File: src/rtl/demux.sv
// 1-to-2 valid/ready demultiplexer: single-entry input stage S0 feeding one
// output register per port, with per-port 16-bit transfer counters.
module demux #(
    parameter int unsigned WIDTH = 32
) (
    input  logic             i_clk,
    input  logic             i_rst_n,
    input  logic [WIDTH-1:0] i_in,
    input  logic             i_sel,
    input  logic             i_in_valid,
    output logic             o_in_ready,
    output logic [WIDTH-1:0] o_out_a,
    output logic             o_out_a_valid,
    input  logic             i_out_a_ready,
    output logic [WIDTH-1:0] o_out_b,
    output logic             o_out_b_valid,
    input  logic             i_out_b_ready,
    output logic [15:0]      o_count_a,
    output logic [15:0]      o_count_b
);

    logic [WIDTH-1:0] r_s0_data;
    logic             r_s0_sel;
    logic             r_s0_valid;
    logic [WIDTH-1:0] r_a_data;
    logic             r_a_valid;
    logic [WIDTH-1:0] r_b_data;
    logic             r_b_valid;
    logic [15:0]      r_count_a;
    logic [15:0]      r_count_b;

    logic w_a_xfer;
    logic w_b_xfer;
    logic w_a_free;
    logic w_b_free;
    logic w_s0_adv;
    logic w_s0_to_a;
    logic w_s0_to_b;
    logic w_in_xfer;

    assign w_a_xfer = r_a_valid & i_out_a_ready;
    assign w_b_xfer = r_b_valid & i_out_b_ready;

    // A port can take the S0 word if empty or emptying on this same edge.
    assign w_a_free = ~r_a_valid | i_out_a_ready;
    assign w_b_free = ~r_b_valid | i_out_b_ready;

    assign w_s0_adv  = r_s0_valid & (r_s0_sel ? w_b_free : w_a_free);
    assign w_s0_to_a = w_s0_adv & ~r_s0_sel;
    assign w_s0_to_b = w_s0_adv & r_s0_sel;

    assign o_in_ready = ~r_s0_valid | w_s0_adv;
    assign w_in_xfer  = i_in_valid & o_in_ready;

    always_ff @(posedge i_clk or negedge i_rst_n) begin
        if (!i_rst_n) begin
            r_s0_data  <= '0;
            r_s0_sel   <= 1'b0;
            r_s0_valid <= 1'b0;
        end else if (w_in_xfer) begin
            r_s0_data  <= i_in;
            r_s0_sel   <= i_sel;
            r_s0_valid <= 1'b1;
        end else if (w_s0_adv) begin
            r_s0_valid <= 1'b0;
        end
    end

    // A reload on the same edge as a drain keeps valid high with no bubble.
    always_ff @(posedge i_clk or negedge i_rst_n) begin
        if (!i_rst_n) begin
            r_a_data  <= '0;
            r_a_valid <= 1'b0;
        end else if (w_s0_to_a) begin
            r_a_data  <= r_s0_data;
            r_a_valid <= 1'b1;
        end else if (w_a_xfer) begin
            r_a_valid <= 1'b0;
        end
    end

    always_ff @(posedge i_clk or negedge i_rst_n) begin
        if (!i_rst_n) begin
            r_b_data  <= '0;
            r_b_valid <= 1'b0;
        end else if (w_s0_to_b) begin
            r_b_data  <= r_s0_data;
            r_b_valid <= 1'b1;
        end else if (w_b_xfer) begin
            r_b_valid <= 1'b0;
        end
    end

    always_ff @(posedge i_clk or negedge i_rst_n) begin
        if (!i_rst_n) begin
            r_count_a <= '0;
            r_count_b <= '0;
        end else begin
            if (w_a_xfer) r_count_a <= r_count_a + 16'd1;
            if (w_b_xfer) r_count_b <= r_count_b + 16'd1;
        end
    end

    assign o_out_a       = r_a_data;
    assign o_out_a_valid = r_a_valid;
    assign o_out_b       = r_b_data;
    assign o_out_b_valid = r_b_valid;
    assign o_count_a     = r_count_a;
    assign o_count_b     = r_count_b;

endmodule

File: config.mk
export PLATFORM = sky130hd
export DESIGN_NAME = demux
export DESIGN_NICKNAME = d
export VERILOG_FILES = /design/src/rtl/demux.sv
export SDC_FILE = /design/constraint.sdc
export NUM_CORES = 1
export LEC_CHECK = 0
export ABC_AREA = 1
export BUFFER_PORTS_ARGS = -buffer_cell sky130_fd_sc_hd__buf_2
export CAP_MARGIN = 40
export CORE_ASPECT_RATIO = 1.25
export CORE_UTILIZATION = 50
export DETAILED_ROUTE_END_ITERATION = 8
export HOLD_SLACK_MARGIN = 0.03
export PLACE_DENSITY = 0.76
export SLEW_MARGIN = 20
export SYNTH_ARGS = -nofsm -noshare
export SYNTH_HDL_FRONTEND = slang
export SYNTH_SLANG_ARGS = --single-unit
File: constraint.sdc
create_clock -name i_clk -period 1.9 [get_ports i_clk]
set_input_delay 0.095 -clock i_clk [delete_from_list [all_inputs] [get_ports i_clk]]
set_output_delay 0.095 -clock i_clk [all_outputs]
set_load 0.01 [all_outputs]
==> results of run 1 <==
## registers in the layout, summed over array words and instances (netlist names)
signal	cells
o_out_b	32
r_s0_valid	1
o_out_a	32
o_out_a_valid	1
r_s0_sel	1
r_s0_data	32
o_count_b	16
o_count_a	16
o_out_b_valid	1
## worst min-delay path, delay by kind of cell
family                 cells  cell delay (ns)
buffers and inverters      1             0.22
and+or+nand+nor            2             0.18
## metrics by stage
stage          instance area, um2  setup WS (ns)  total power [mW]
2_1_floorplan                5469         0.5824             6.308
3_3_place_gp                 6248         0.5191             7.351
3_5_place_dp                 6248         0.4552             7.519
4_1_cts                      7214        0.04672             10.94
5_1_grt                      7218        0.03203             11.58
6_report                     7218         0.1589             10.88
## synth_stat cells
cell and instances:
nor2_1 22, dfrtp_1 132, nand4_1 8, buf_2 10, inv_1 63, o21ai_0 10
nand2_2 3, buf_6 7, buf_4 2, nor3_4 1, xnor2_1 6, nand2_4 1
xor2_1 13, clkbuf_1 5, o21ai_1 55, nand3_1 50, nor2_2 5, nand3_4 1
ha_1 2, nor3b_1 1, nand2_1 196, and2_1 1, nor3_1 3, inv_2 2
## cell families after synthesis
group | after synthesis | share of synthesized area, %
xor+xnor | 19 | 3.043
simple gates | 292 | 22.72
buf+inv | 89 | 7.436
fa+ha+maj | 2 | 0.4575
compound gates | 65 | 5.948
flops | 132 | 60.40
## timing repair
action                                  in CTS  in global routing
hold buffers                                36                  0
hold endpoints to repair                    89                  0
setup buffers                                0                  0
endpoints found under the setup margin       0                  1
resized for setup                            0                  1
## per-layer routing
layer / wire [um] / global-route usage (%) / up-vias / share of wire, %
li1: - / - / 2244 / -
met1: 5344 / 29.96 / 2226 / 42
met2: 6574 / 40.76 / 137 / 51
met3: 581 / 5.747 / 23 / 4.5
met4: 284 / 10.35 / 0 / 2.2
met5: 0 / 0 / - / 0
## report_power, final
group	leakage (nW)	internal (mW)	switching, mW
Combinational	1.96	1.21	1.93
Clock	0.279	2.07	1.26
Sequential	1.65	3.78	0.636
Total	3.88	7.06	3.83
## cell type report
| cell class | instances | share of cell area, % |
|---|---|---|
| Multi-Input combinational cell | 378 | 24.51 |
| Inverter | 65 | 3.380 |
| Tap cell | 132 | 2.288 |
| Clock inverter | 15 | 2.496 |
| Timing Repair Buffer | 181 | 15.67 |
| Clock buffer | 17 | 5.894 |
| Sequential cell | 132 | 45.76 |
## how the worst max path moves through the flow
stage	start	to	slack (ns)	cells after the start
4_1_cts	o_out_b_valid	o_in_ready	0.05	5
6_report	o_out_a_valid	o_in_ready	0.16	5
2_1_floorplan	o_count_a[0]	o_count_a[12]	0.58	8
3_3_place_gp	o_out_b_valid	o_in_ready	0.52	5
3_5_place_dp	o_out_b_valid	r_s0_data[29]	0.46	6
5_1_grt	o_out_b_valid	o_in_ready	0.03	5
==> metrics.txt, run 1 <==
status complete, no violations; initial antenna violation count 0; Hold WS 0.1186 ns; setup TNS 0 ns; maximum clock insertion buffer count 2; Synth area leaders dfrtp_1, nand2_1, o21ai_1; largest net degree at the start of global routing 58; DP Wirelength 8.447 mm; period utilization between 90 and 100%; Worst Tran Pin Value about 0.56 ns; delay of the slowest cell on the worst path ~0.41 ns; # nets final a little over 800; PwrDens 1508 nW/um2; WP data required between 1.5 and 2 ns; PortBufs between 100 and 150; H-tree levels 4; cell leakage power just under 4 nW; io pins ~140; initial DRC count 275; FILL cells around 840; max cap viols 0; share of layout cells above drive strength 1 about a quarter; Setup crit start kind flop; diode count 0; Worst-path clk slew around 0.060 ns; Top delay family on crit path simple AND/OR/NAND/NOR gates; hold violation count in the final report 0; wire per inst approximately 14 um; die height roughly 120 um; Post-Route WL between 10 and 15 mm; syn_area_per_cell 9.130 um2; Crit Path Class reg -> out; worst hold path startpoint i_in_valid; Final Instance Count excl. Fillers a little over 900; RSZ-0062 raised after global routing no; Synth Warn # 0; Sequential Area around 3300 um2; CP max stage cell dfrtp_1; core area about 11000 um2; Global Route Usage Sum roughly a quarter; top cell type's share of synthesized area around 60%; VDD IR-drop max ~0.00072 V; routed vias about 4.6k; Register-to-Register Path Depth 8; Starting Density between 50% and 60%; Yosys top cell by area dfrtp_1; commonest cells after routing, fill and taps aside nand2_1, buf_2, dfrtp_1; count of different cell masters after synthesis 24; CTS Buf Count 17; reg2reg start o_count_a[0]; Root Driver clkbuf_16; most common cell after layout, fill and taps aside nand2_1; syn nets approximately 640; first-pass GRT wire length between 20 and 25 mm; 1st-pass router iterations 5; critical-path maximum fanout 23; worst-path cell chain nand2_1 -> nand2_1 -> nand3_4 -> buf_6 -> buf_2; worst reg2reg endpoint o_count_a[12]; die area about 11000 um2; final number of max-transition violations 0; CP dominant cell by count nand2_1; CTS tree built; Final min period around 1.7 ns; worst hold path class in -> reg; clock latency at the later pin of the worst-skew pair 0.42 ns; placed cells approximately 850; R2R Setup Slk ~0.44 ns; Antenna Nets Post-Route 0; Syn Std Cell Area roughly 5500 um2; vias in the first global route 4552; Clock Sinks between 100 and 150; Max-slew headroom between 60% and 70%; Site Rows 42; GPL Wtd Cong 0.7966; Seq cells post-synth 132; Fmax approximately 570 MHz; Syn Inst Count roughly 600; area of the multi-input gates between 1500 and 2000 um2; die outline width around 96 um; Via density slightly above 5; hold endpoint r_s0_data[0]; register area share after synthesis between 60% and 70%; clock skew slightly below 0.009 ns; DRC 0; Critical Path AT ~1.7 ns; area grow syn2layout 31.98%; worst path buffer plus inverter count 2; # setup viols final 0; Core Util, Final about two thirds; Setup crit end kind output port; GRT Residual Overflow 0; hold path depth 3
Power figures use the tool's default switching activity.
==> inputs of run 2 (changes only) <==
ABC_AREA = not set   (was 1)
CTS_BUF_LIST = sky130_fd_sc_hd__clkbuf_16   (was not set)
==> run 2 against run 1 <==
  * Wire length shrank 13%
  * Non-clock buffer count decreased by 1
  * Design area down 1.5%
  * Global-route usage down 3.0 points
  * Power down 6.1%
  * Highest routed layer unchanged
  * Sequential share of layout area grew 0.69 points
  * Cell count is 27% lower
  * Register-to-register slack lost 0.17 ns
  * Maximum frequency rose by 6.7%
==> metrics.txt, run 2 <==
setup TNS 0 ns (unchanged); PortBufs 136 (unchanged); Register-to-Register Path Depth 5 (was 8); die outline width 93.85 um (was 95.55 um); diode count 0 (unchanged); commonest cells after routing, fill and taps aside buf_2, dfrtp_1, mux2_2 (was nand2_1, buf_2, dfrtp_1); GPL Wtd Cong 0.7499 (was 0.7966); setup bufs post-CTS 0 (unchanged); Post-Route WL 11.14 mm (was 12.78 mm); # setup viols final 0 (unchanged); Met2 Wirelength 5.760 mm (was 6.574 mm); count leader, synth dfrtp_1 (was nand2_1); RSZ-0062 raised after global routing no (unchanged); first-pass GRT wire length 17.37 mm (was 21.31 mm); Crit Path Class reg -> reg (was reg -> out); 1st-pass router iterations 4 (was 5); io pins 137 (unchanged); Antenna Nets Post-Route 0 (unchanged); DP Wirelength 7.149 mm (was 8.447 mm); final number of max-transition violations 0 (unchanged); Synth Flop Type dfrtp_1 (unchanged); Global Route Usage Sum 21.40% (was 24.44%); Syn Std Cell Area 5273 um2 (was 5469 um2); count of different cell masters after synthesis 29 (was 24); Critical Path AT 1.92 ns (was 1.65 ns); Seq cells post-synth 132 (unchanged); critical-path maximum fanout 33 (was 23); Syn Inst Count 342 (was 599); top cell type's share of synthesized area 62.65% (was 60.40%); FILL cells 705 (was 835); Worst Tran Pin Value 0.5899 ns (was 0.5610 ns); top sig layer met4 (unchanged); most common cell after layout, fill and taps aside buf_2 (was nand2_1); worst reg2reg endpoint r_s0_data[1] (was o_count_a[12]); Sequential Area 3303 um2 (unchanged); clock skew 0.01068 ns (was 0.008833 ns); cell leakage power 3.462 nW (was 3.884 nW); Via density 5.040 (was 5.033); Clock Sinks 132 (unchanged); initial antenna violation count 0 (unchanged); VDD IR-drop max 0.0007465 V (was 0.0007192 V); async set or reset register ratio after synthesis 100.0% (unchanged); reg2reg start r_s0_sel (was o_count_a[0]); share of layout cells above drive strength 1 48.24% (was 24.37%); wire per inst 16.62 um (was 13.90 um); met3 wire len 481 um (was 581 um); Max-slew headroom 60.67% (was 62.60%); CTS Buf Count 17 (unchanged); die area 10960 um2 (was 11360 um2); GRT Residual Overflow 0 (unchanged); status complete, no violations (unchanged); WP data required 2.19 ns (was 1.80 ns); post-cts gate resize count 0 (unchanged); register area share after synthesis 62.65% (was 60.40%); Root Driver clkbuf_16 (unchanged); Yosys top cell by area dfrtp_1 (unchanged); M1 WL 4.667 mm (was 5.344 mm); Site Rows 41 (was 42); Setup crit start kind flop (unchanged); period utilization 85.89% (was 91.63%); core area 10160 um2 (was 10620 um2); die height 116.8 um (was 118.9 um); top cells by count, synth dfrtp_1, mux2_2, mux2_4, xnor2_1, nand2_1 (was nand2_1, dfrtp_1, inv_1, o21ai_1, nand3_1); area of the multi-input gates 1891 um2 (was 1769 um2); H-tree levels 4 (unchanged); largest net degree at the start of global routing 52 (was 58); syn_area_per_cell 15.42 um2 (was 9.130 um2); # nets final 569 (was 815); clock latency at the later pin of the worst-skew pair 0.41 ns (was 0.42 ns); maximum clock insertion buffer count 2 (unchanged); Synth area leaders dfrtp_1, mux2_2, mux2_4 (was dfrtp_1, nand2_1, o21ai_1); Fmax 612.8 MHz (was 574.4 MHz); max cap viols 0 (unchanged); Final min period 1.632 ns (was 1.741 ns); Setup crit end kind flop (was output port); initial DRC count 109 (was 275); PwrDens 1437 nW/um2 (was 1508 nW/um2); syn nets 382 (was 639); CTS tree built (unchanged); area grow syn2layout 34.86% (was 31.98%); Post-synth EDFFs 0 (unchanged); vias in the first global route 3419 (was 4552); Synth Warn # 0 (unchanged); Starting Density 51.91% (was 51.52%); Worst-path clk slew 0.06 ns (about the same); R2R Setup Slk 0.27 ns (was 0.44 ns); DRC 0 (unchanged); worst hold path class in -> async (was in -> reg); hold violation count in the final report 0 (unchanged); Core Util, Final 70.00% (was 68.00%); routed vias 3377 (was 4630)
==> run 2: power by group <==
group / switching [mW] / total (mW) / leakage [nW] / internal, mW
clock: 1.16 / 3.32 / 0.296 / 2.16
combinational: 1.22 / 2.63 / 1.57 / 1.41
sequential: 0.581 / 4.27 / 1.60 / 3.69
==> run 2: final cells by class <==
cell class	count	share of cell area [%]
sequential	132	46.45
multi-input combinational	197	26.59
clock buffer	17	5.983
clock inverter	14	2.393
tap	129	2.270
timing repair buffer	180	16.26
inverter	1	0.05279
==> run 2: what timing repair did <==
action | 4_1_cts | 5_1_grt
hold buffers | 37 | 0
setup endpoints to repair | 0 | 0
hold endpoints to repair | 77 | 0
==> run 2: stage by stage <==
stage	setup WS [ns]	total power, mW	instance area (um2)	hold slack [ns]	std cells
global route	0.1618	10.72	7111	0.2859	670
finish	0.2681	10.22	7111	0.2345	670
global placement	0.3044	6.755	6145	0.1188	602
detailed placement	0.2595	6.886	6145	0.1316	602
CTS	0.2455	10.30	7111	0.2338	670
floorplan	0.3128	5.659	5273	-0.2006	342
==> run 2: worst max path at each step <==
stage | startpoint | end | slack, ns
2_1_floorplan | o_out_b_valid | r_s0_data[10] | 0.31
3_3_place_gp | o_out_a_valid | r_s0_data[1] | 0.30
3_5_place_dp | r_s0_sel | r_s0_data[1] | 0.26
4_1_cts | r_s0_sel | r_s0_data[1] | 0.25
5_1_grt | r_s0_sel | r_s0_data[1] | 0.16
6_report | r_s0_sel | r_s0_data[1] | 0.27
==> run 2: metal layers <==
metal,GRT usage [%],up-vias
met5,0,-
met4,9.333,0
met3,6.072,20
met2,36.01,89
met1,25.77,1698
li1,-,1570
==> run 2: worst max-delay path, cell delays in order, from the launching register on <==
cell and delay [ns]:
dfrtp_1 0.41, nor3b_1 0.26, o21ai_2 0.10, nand2_2 0.09, buf_12 0.26, mux2_2 0.38
==> run 2: cells by family after synthesis <==
group / count (synthesis) / share of synthesized area (%)
DFF: 132 / 62.65
AOI/OAI and AO/OA: 1 / 0.1661
xor gates and xnor gates: 30 / 4.984
muxes: 99 / 23.28
adders and majority gates: 2 / 0.4745
and+or+nand+nor: 65 / 6.787
buffers and inverters: 13 / 1.661
